**src/rtl/fifo_rd_ctrl.sv**
```systemverilog
// fifo_rd_ctrl
//   Read-side controller for the 8-entry, 4-bit register-file FIFO.
//   Owns the read pointer, selects one word from the flattened register-file
//   contents and registers it onto dout. Reports the outcome of each read
//   request for one cycle through rd_ack / rd_err. Occupancy is owned by the
//   write side and arrives on data_count.
//
//   Ports
//     clk         in   rising-edge clock
//     reset_n     in   asynchronous active-low reset
//     rd_en       in   read request, sampled on the rising edge
//     data_count  in   occupancy from the write side (0..2^AW)
//     mem_flat    in   register-file contents, entry k at [k*WIDTH +: WIDTH]
//     rd_ptr      out  address of the next entry to read
//     dout        out  registered read data
//     rd_ack      out  previous-cycle read succeeded (one cycle)
//     rd_err      out  previous-cycle read rejected, FIFO empty (one cycle)
//     empty       out  combinational, data_count == 0
//     rd_pop      out  combinational, rd_en & ~empty; write side decrements on it
//
//   state    | meaning
//   ---------+----------------------------------------------
//   INIT     | held in reset, left on first edge after release
//   NO_OP    | no request last edge
//   READ     | last request succeeded
//   RD_ERROR | last request rejected (FIFO empty)

module fifo_rd_ctrl #(
    parameter int WIDTH = 4,
    parameter int AW    = 3
) (
    input  logic                          clk,
    input  logic                          reset_n,
    input  logic                          rd_en,
    input  logic [AW:0]                   data_count,
    input  logic [WIDTH*(2**AW)-1:0]      mem_flat,
    output logic [AW-1:0]                 rd_ptr,
    output logic [WIDTH-1:0]              dout,
    output logic                          rd_ack,
    output logic                          rd_err,
    output logic                          empty,
    output logic                          rd_pop
);

    localparam int DEPTH = 2 ** AW;

    typedef enum logic [1:0] {
        ST_INIT     = 2'd0,
        ST_NO_OP    = 2'd1,
        ST_READ     = 2'd2,
        ST_RD_ERROR = 2'd3
    } state_t;

    state_t             state_q, state_d;
    logic [AW-1:0]      rd_ptr_q, rd_ptr_d;
    logic [WIDTH-1:0]   dout_q, dout_d;
    logic [WIDTH-1:0]   mem_words [DEPTH];

    always_comb begin
        for (int k = 0; k < DEPTH; k++) begin
            mem_words[k] = mem_flat[k*WIDTH +: WIDTH];
        end
    end

    // Counts 9..15 are illegal; comparing against zero alone makes them
    // read as non-empty.
    assign empty  = (data_count == '0);
    assign rd_pop = rd_en & ~empty;

    // Next state does not depend on the current state: every edge simply
    // classifies the request seen on that edge.
    always_comb begin
        state_d  = ST_NO_OP;
        rd_ptr_d = rd_ptr_q;
        dout_d   = dout_q;
        if (rd_en) begin
            if (empty) begin
                state_d = ST_RD_ERROR;
            end else begin
                state_d  = ST_READ;
                dout_d   = mem_words[rd_ptr_q];
                // Pointer width equals AW, so the increment wraps 7 -> 0.
                rd_ptr_d = rd_ptr_q + 1'b1;
            end
        end
    end

    always_ff @(posedge clk or negedge reset_n) begin
        if (!reset_n) begin
            state_q  <= ST_INIT;
            rd_ptr_q <= '0;
            dout_q   <= '0;
        end else begin
            state_q  <= state_d;
            rd_ptr_q <= rd_ptr_d;
            dout_q   <= dout_d;
        end
    end

    // The state register is itself loaded from the next state, so decoding
    // it directly gives registered, mutually exclusive one-cycle strobes.
    assign rd_ack = (state_q == ST_READ);
    assign rd_err = (state_q == ST_RD_ERROR);
    assign rd_ptr = rd_ptr_q;
    assign dout   = dout_q;

endmodule

```
**config.mk**
```make
export PLATFORM = sky130hd
export DESIGN_NAME = fifo_rd_ctrl
export DESIGN_NICKNAME = d
export VERILOG_FILES = /design/src/rtl/fifo_rd_ctrl.sv
export SDC_FILE = /design/constraint.sdc
export NUM_CORES = 1
export LEC_CHECK = 0
export CAP_MARGIN = 40
export CORE_ASPECT_RATIO = 1.5
export CORE_MARGIN = 10
export CORE_UTILIZATION = 32
export CTS_CLUSTER_DIAMETER = 80
export CTS_CLUSTER_SIZE = 10
export DETAILED_ROUTE_END_ITERATION = 8
export PLACE_DENSITY = 0.88
export SYNTH_ARGS = -nofsm -noshare
export SYNTH_HDL_FRONTEND = slang
export SYNTH_SLANG_ARGS = --single-unit
export TNS_END_PERCENT = 100
```
**constraint.sdc**
```tcl
create_clock -name clk -period 2 [get_ports clk]
set_clock_uncertainty 0.1 [all_clocks]
set_input_delay 0.4 -clock clk [delete_from_list [all_inputs] [get_ports clk]]
set_output_delay 0.4 -clock clk [all_outputs]
set_load 0.03 [all_outputs]
```
==> impl_metrics.json, run 1 <==
{
  "status": "finished clean",
  "drv_cap": 0,
  "crit_start": "data_count[1]",
  "powerDensity_nw_per_um2": 1130,
  "synth_top_area_cell": "dfrtp_1",
  "clkLatencyLatePin_ns": 0.27,
  "switching_share_pct": 40.1,
  "grt_max_degree": 19,
  "vias_per_cell": 4.92,
  "clkSinkCount": 9,
  "setup_viol": 0,
  "power.internal_uw": 809,
  "clockBufferDepth": 2,
  "ys_seq_area_share_pct": 34.8,
  "slew_violations": 0,
  "place_congestion": 0.692,
  "synth_cell_type_count": 16,
  "power_frac_comb_pct": 61.8,
  "critPathLaunchType": "primary input",
  "period_share_pct": 97.4,
  "antenna_found_initial": 0,
  "first_iter_violations": 4,
  "avgSynthCellArea_um2": 12.2,
  "layout_commonest_cell": "clkdlybuf4s50_1",
  "cts_tree": "done",
  "fin_hold_ws_ns": 0.325,
  "rows": 19,
  "start_util_pct": 34.4,
  "syn-num-nets": 93,
  "path_max_fanout": 2,
  "timing.rr.start": "rd_ptr[0]$_DFFE_PN0P_",
  "m1WireLength_um": 657,
  "route.met2.wl_mm": 1.20,
  "synthCells": 53,
  "hold_viol": 0,
  "holdCritPathClass": "in -> async",
  "io_pins": 50,
  "place_hpwl_mm": 1.85,
  "p_leak_nw": 0.535,
  "fp.coreArea_um2": 1880,
  "gr-total-overflow": 0,
  "wl_mm": 2.07,
  "drc": 0,
  "grt_first_pass_wirelength_mm": 3.26,
  "grt_pass1_vias": 709,
  "avgRoutedWirePerCell_um": 16.0,
  "die-area_um2": 4260,
  "area_growth_pct": 85.3,
  "fp.dieH_um": 75.1,
  "p_sw_uw": 541,
  "worstPathArrival_ns": 1.45,
  "r2r_cells": 3,
  "reg2reg_to": "dout[3]$_DFFE_PN0P_",
  "ys_top_cells_by_area": "dfrtp_1 35%, mux2i_1 25%, mux4_2 14%",
  "rsz0062_at_grt": "false",
  "grtUsageTotal_pct": 9.91,
  "p_clk_share_pct": 10.6,
  "die_w_um": 56.7,
  "synth.ff_latch_count": 9,
  "drive_gt1_share_pct": 19.4,
  "fin_crit_ns": 1.95,
  "ant_nets": 0,
  "first_pass_iters": 3,
  "wl_met3_um": 148,
  "power.share.sequential_pct": 27.6,
  "tightest_slew_ns": 0.497,
  "setup_tns_ns": 0,
  "fmax_ghz": 0.514,
  "nets": 149,
  "final_cell_mix": "45 x clkdlybuf4s50_1, 16 x mux2i_1, 8 x nand2_1, 8 x dfrtp_1, 7 x buf_4",
  "cts_htree_levels": 1,
  "diodes": 0,
  "slew_headroom_pct": 66.9,
  "peakVddDrop_uv": 556,
  "synth_area_um2": 647,
  "cts_made_buffers": 3,
  "routed.top_layer": "met4",
  "r2r_slack_ns": 0.38,
  "path_class": "in -> out",
  "yosysWarnings": 0,
  "cp_data_required_time_ns": 1.50,
  "clkTransAtPathRegs_ns": 0.06,
  "vias": 635,
  "portBuffers": 49,
  "synth.top_cell.area_share_pct": 34.8,
  "cts-root-buf": "clkbuf_4",
  "end_kind": "output pin"
}
==> worst max-delay path: stages <==
cell	delay [ns]
clkdlybuf4s50_1	0.42
o41a_1	0.43
buf_2	0.19
==> power by group through the flow <==
stage               sequential (mW)  clock (mW)  combinational, mW
finish                        0.372       0.143              0.834
global route                  0.387       0.155              0.884
CTS                           0.373       0.149              0.849
detailed placement            0.375           0              0.853
global placement              0.368           0              0.837
floorplan                     0.455           0              0.487
==> worst max-delay path by stage <==
| stage | endpoint | slack, ns |
|---|---|---|
| floorplan | empty | 0.10 |
| global placement | rd_pop | -0.36 |
| detailed placement | rd_pop | -0.37 |
| CTS | rd_pop | -0.06 |
| global route | rd_pop | 0.005 |
| finish | rd_pop | 0.05 |
==> cell type report <==
type	count	area, µm²
fill	154	679
tap	21	26.3
inverter	1	3.75
clock buffer	4	26.3
timing repair buffer	55	541
sequential	9	226
multi-input combinational	39	375
==> sequential cells by signal, summed over array words and instances, names as in the netlist <==
| name | cells |
|---|---|
| dout | 4 |
| rd_ptr | 3 |
| state_q | 2 |
==> Yosys cell counts <==
| cell | count |
|---|---|
| and2_1 | 1 |
| buf_12 | 1 |
| buf_4 | 1 |
| buf_6 | 1 |
| clkbuf_1 | 1 |
| dfrtp_1 | 9 |
| ha_1 | 1 |
| inv_1 | 1 |
| mux2i_1 | 16 |
| mux4_2 | 4 |
| nand2_1 | 8 |
| nor2b_1 | 1 |
| nor4_1 | 1 |
| o21ai_2 | 4 |
| o41a_1 | 1 |
| xnor2_1 | 2 |
==> metal layers <==
| layer | vias up | global-route usage (%) |
|---|---|---|
| li1 | 307 | - |
| met1 | 298 | 7.23 |
| met2 | 25 | 19.2 |
| met3 | 5 | 3.54 |
| met4 | 0 | 9.38 |
| met5 | - | 0 |
==> cells by family (layout without fill, tap and decap cells) <==
| logic type | after synthesis | count (layout) | synth area share, % |
|---|---|---|---|
| DFF | 9 | 9 | 34.8 |
| adders and majority gates | 1 | 1 | 1.93 |
| AOI/OAI and AO/OA | 5 | 5 | 7.16 |
| buffers and inverters | 5 | 60 | 7.16 |
| xor gates and xnor gates | 2 | 2 | 2.71 |
| muxes | 20 | 20 | 38.7 |
| and+or+nand+nor | 11 | 11 | 7.55 |
==> metrics by stage <==
step / instance area, µm² / instances / power [mW] / util (%) / worst slack (ns)
after CTS: 1200 / 129 / 1.37 / 64.0 / -0.0624
after detailed placement: 1170 / 125 / 1.23 / 62.5 / -0.369
after global placement: 1170 / 125 / 1.21 / 62.5 / -0.361
after global routing: 1200 / 129 / 1.43 / 63.8 / 0.00459
after floorplan: 647 / 53 / 0.942 / - / 0.102
final: 1200 / 129 / 1.35 / 63.8 / 0.0529
==> timing repair <==
action / 4_1_cts / 5_1_grt
setup endpoints to repair: 2 / 2
resized for setup: 4 / 3
gates cloned: 0 / 0
hold buffers: 0 / 0
setup buffers: 0 / 0
(Power assumes the default switching activity.)
==> inputs of run 2 (changes only) <==
CORE_MARGIN = 4   (was 10)
==> run 2 against run 1 <==
- non-clock buffer count unchanged
- register-to-register slack improved by 0.03 ns
- clock power about the same
- largest power group unchanged
==> impl_metrics.json, run 2 (same netlist as run 1, synthesis figures left out) <==
{
  "fp.coreArea_um2": 1880,
  "clkLatencyLatePin_ns": 0.26,
  "clkSinkCount": 9,
  "p_total_mw": 1.41,
  "status": "finished clean",
  "io_pins": 50,
  "placed_area_um2": 1190,
  "wl_mm": 1.91,
  "cts_tree": "done",
  "drive_gt1_share_pct": 18.5,
  "layout_commonest_cell": "clkdlybuf4s50_1",
  "setup_tns_ns": 0,
  "place_congestion": 0.686,
  "start_util_pct": 34.4,
  "vias": 638,
  "holdCritPathClass": "in -> async",
  "antenna_found_initial": 0,
  "final_cell_mix": "46 x clkdlybuf4s50_1, 16 x mux2i_1, 9 x dfrtp_1, 8 x nand2_1, 7 x buf_4",
  "peakVddDrop_uv": 592,
  "gr-total-overflow": 0,
  "grt_first_pass_wirelength_mm": 3.07,
  "fillers": 157,
  "post-cts-setup-buffers": 0,
  "fin_area_um2": 1220,
  "first_pass_iters": 3,
  "tightest_slew_ns": 0.400,
  "rows": 19,
  "fmax_ghz": 0.513,
  "dp_slack_ns": -0.369,
  "grt_pass1_vias": 724,
  "area_growth_pct": 88.2,
  "largest_reg_flops": 4,
  "period_share_pct": 97.5,
  "diodes": 0,
  "fin_hold_ws_ns": 0.327,
  "nets": 149,
  "clkTransAtPathRegs_ns": 0.06,
  "cts_htree_levels": 1,
  "cts_made_buffers": 3,
  "powerDensity_nw_per_um2": 1160,
  "vias_per_cell": 4.95,
  "critPathLaunchType": "primary input",
  "avgRoutedWirePerCell_um": 14.8,
  "fin_crit_ns": 1.95,
  "worst_slack_ns": 0.0500,
  "final_core_util_pct": 64.8,
  "drc": 0,
  "die-area_um2": 2820,
  "dp.cells": 125,
  "worstPathArrival_ns": 1.45,
  "drv_cap": 0,
  "p_leak_nw": 0.530,
  "final_cells": 129,
  "ant_nets": 0,
  "setup_viol": 0,
  "path_class": "in -> out",
  "path_max_fanout": 2,
  "die_w_um": 44.7,
  "first_iter_violations": 4,
  "slew_headroom_pct": 73.2,
  "grtUsageTotal_pct": 15.1,
  "slew_violations": 0,
  "fp.dieH_um": 63.1,
  "portBuffers": 49,
  "cts-root-buf": "clkbuf_4",
  "grt_max_degree": 17,
  "cp_data_required_time_ns": 1.50,
  "rsz0062_at_grt": "false",
  "regArea_um2": 225,
  "end_kind": "output pin",
  "hold_viol": 0,
  "multiInputGateArea_um2": 375,
  "clockBufferDepth": 2
}
run 2: timing repair:
action                     CTS  global route
hold buffers                 0             0
resized for setup            5             2
setup endpoints to repair    1             1
pin swaps                    0             1
hold endpoints to repair     0             0
run 2: final cells by class:
type,instances,share of cell area (%)
multi-input combinational,39,30.8
timing repair buffer,55,46.0
tap,21,2.16
sequential,9,18.5
inverter,1,0.308
clock buffer,4,2.16
run 2: report_power, final:
group	switching [mW]	internal [mW]	leakage, nW
clock network	0.0648	0.0770	0.0150
logic	0.432	0.516	0.407
registers	0.0611	0.256	0.108
run 2: critical path, stage by stage:
cell and delay (ns):
clkdlybuf4s50_1 0.42, o41a_1 0.45, buf_4 0.18
run 2: final timing paths:
kind	start	to	slack, ns	cells past startpoint
min reg2reg	dout[2]$_DFFE_PN0P_	dout[2]$_DFFE_PN0P_	0.37	2
min	reset_n	rd_ptr[2]$_DFFE_PN0P_	0.33	1
min in group clk	dout[2]$_DFFE_PN0P_	dout[2]$_DFFE_PN0P_	0.37	2
max in group asynchronous	reset_n	rd_ptr[0]$_DFFE_PN0P_	1.19	1
max reg2reg	rd_ptr[0]$_DFFE_PN0P_	dout[1]$_DFFE_PN0P_	0.41	4
max	data_count[2]	rd_pop	0.05	3
run 2: per-layer routing:
metal | global-route usage [%] | vias up | share of wire (%)
met5 | 0 | - | 0
met3 | 3.13 | 2 | 6.7
li1 | - | 304 | -
met2 | 30.9 | 24 | 64
met4 | 5.66 | 0 | 1.3
met1 | 12.4 | 308 | 28
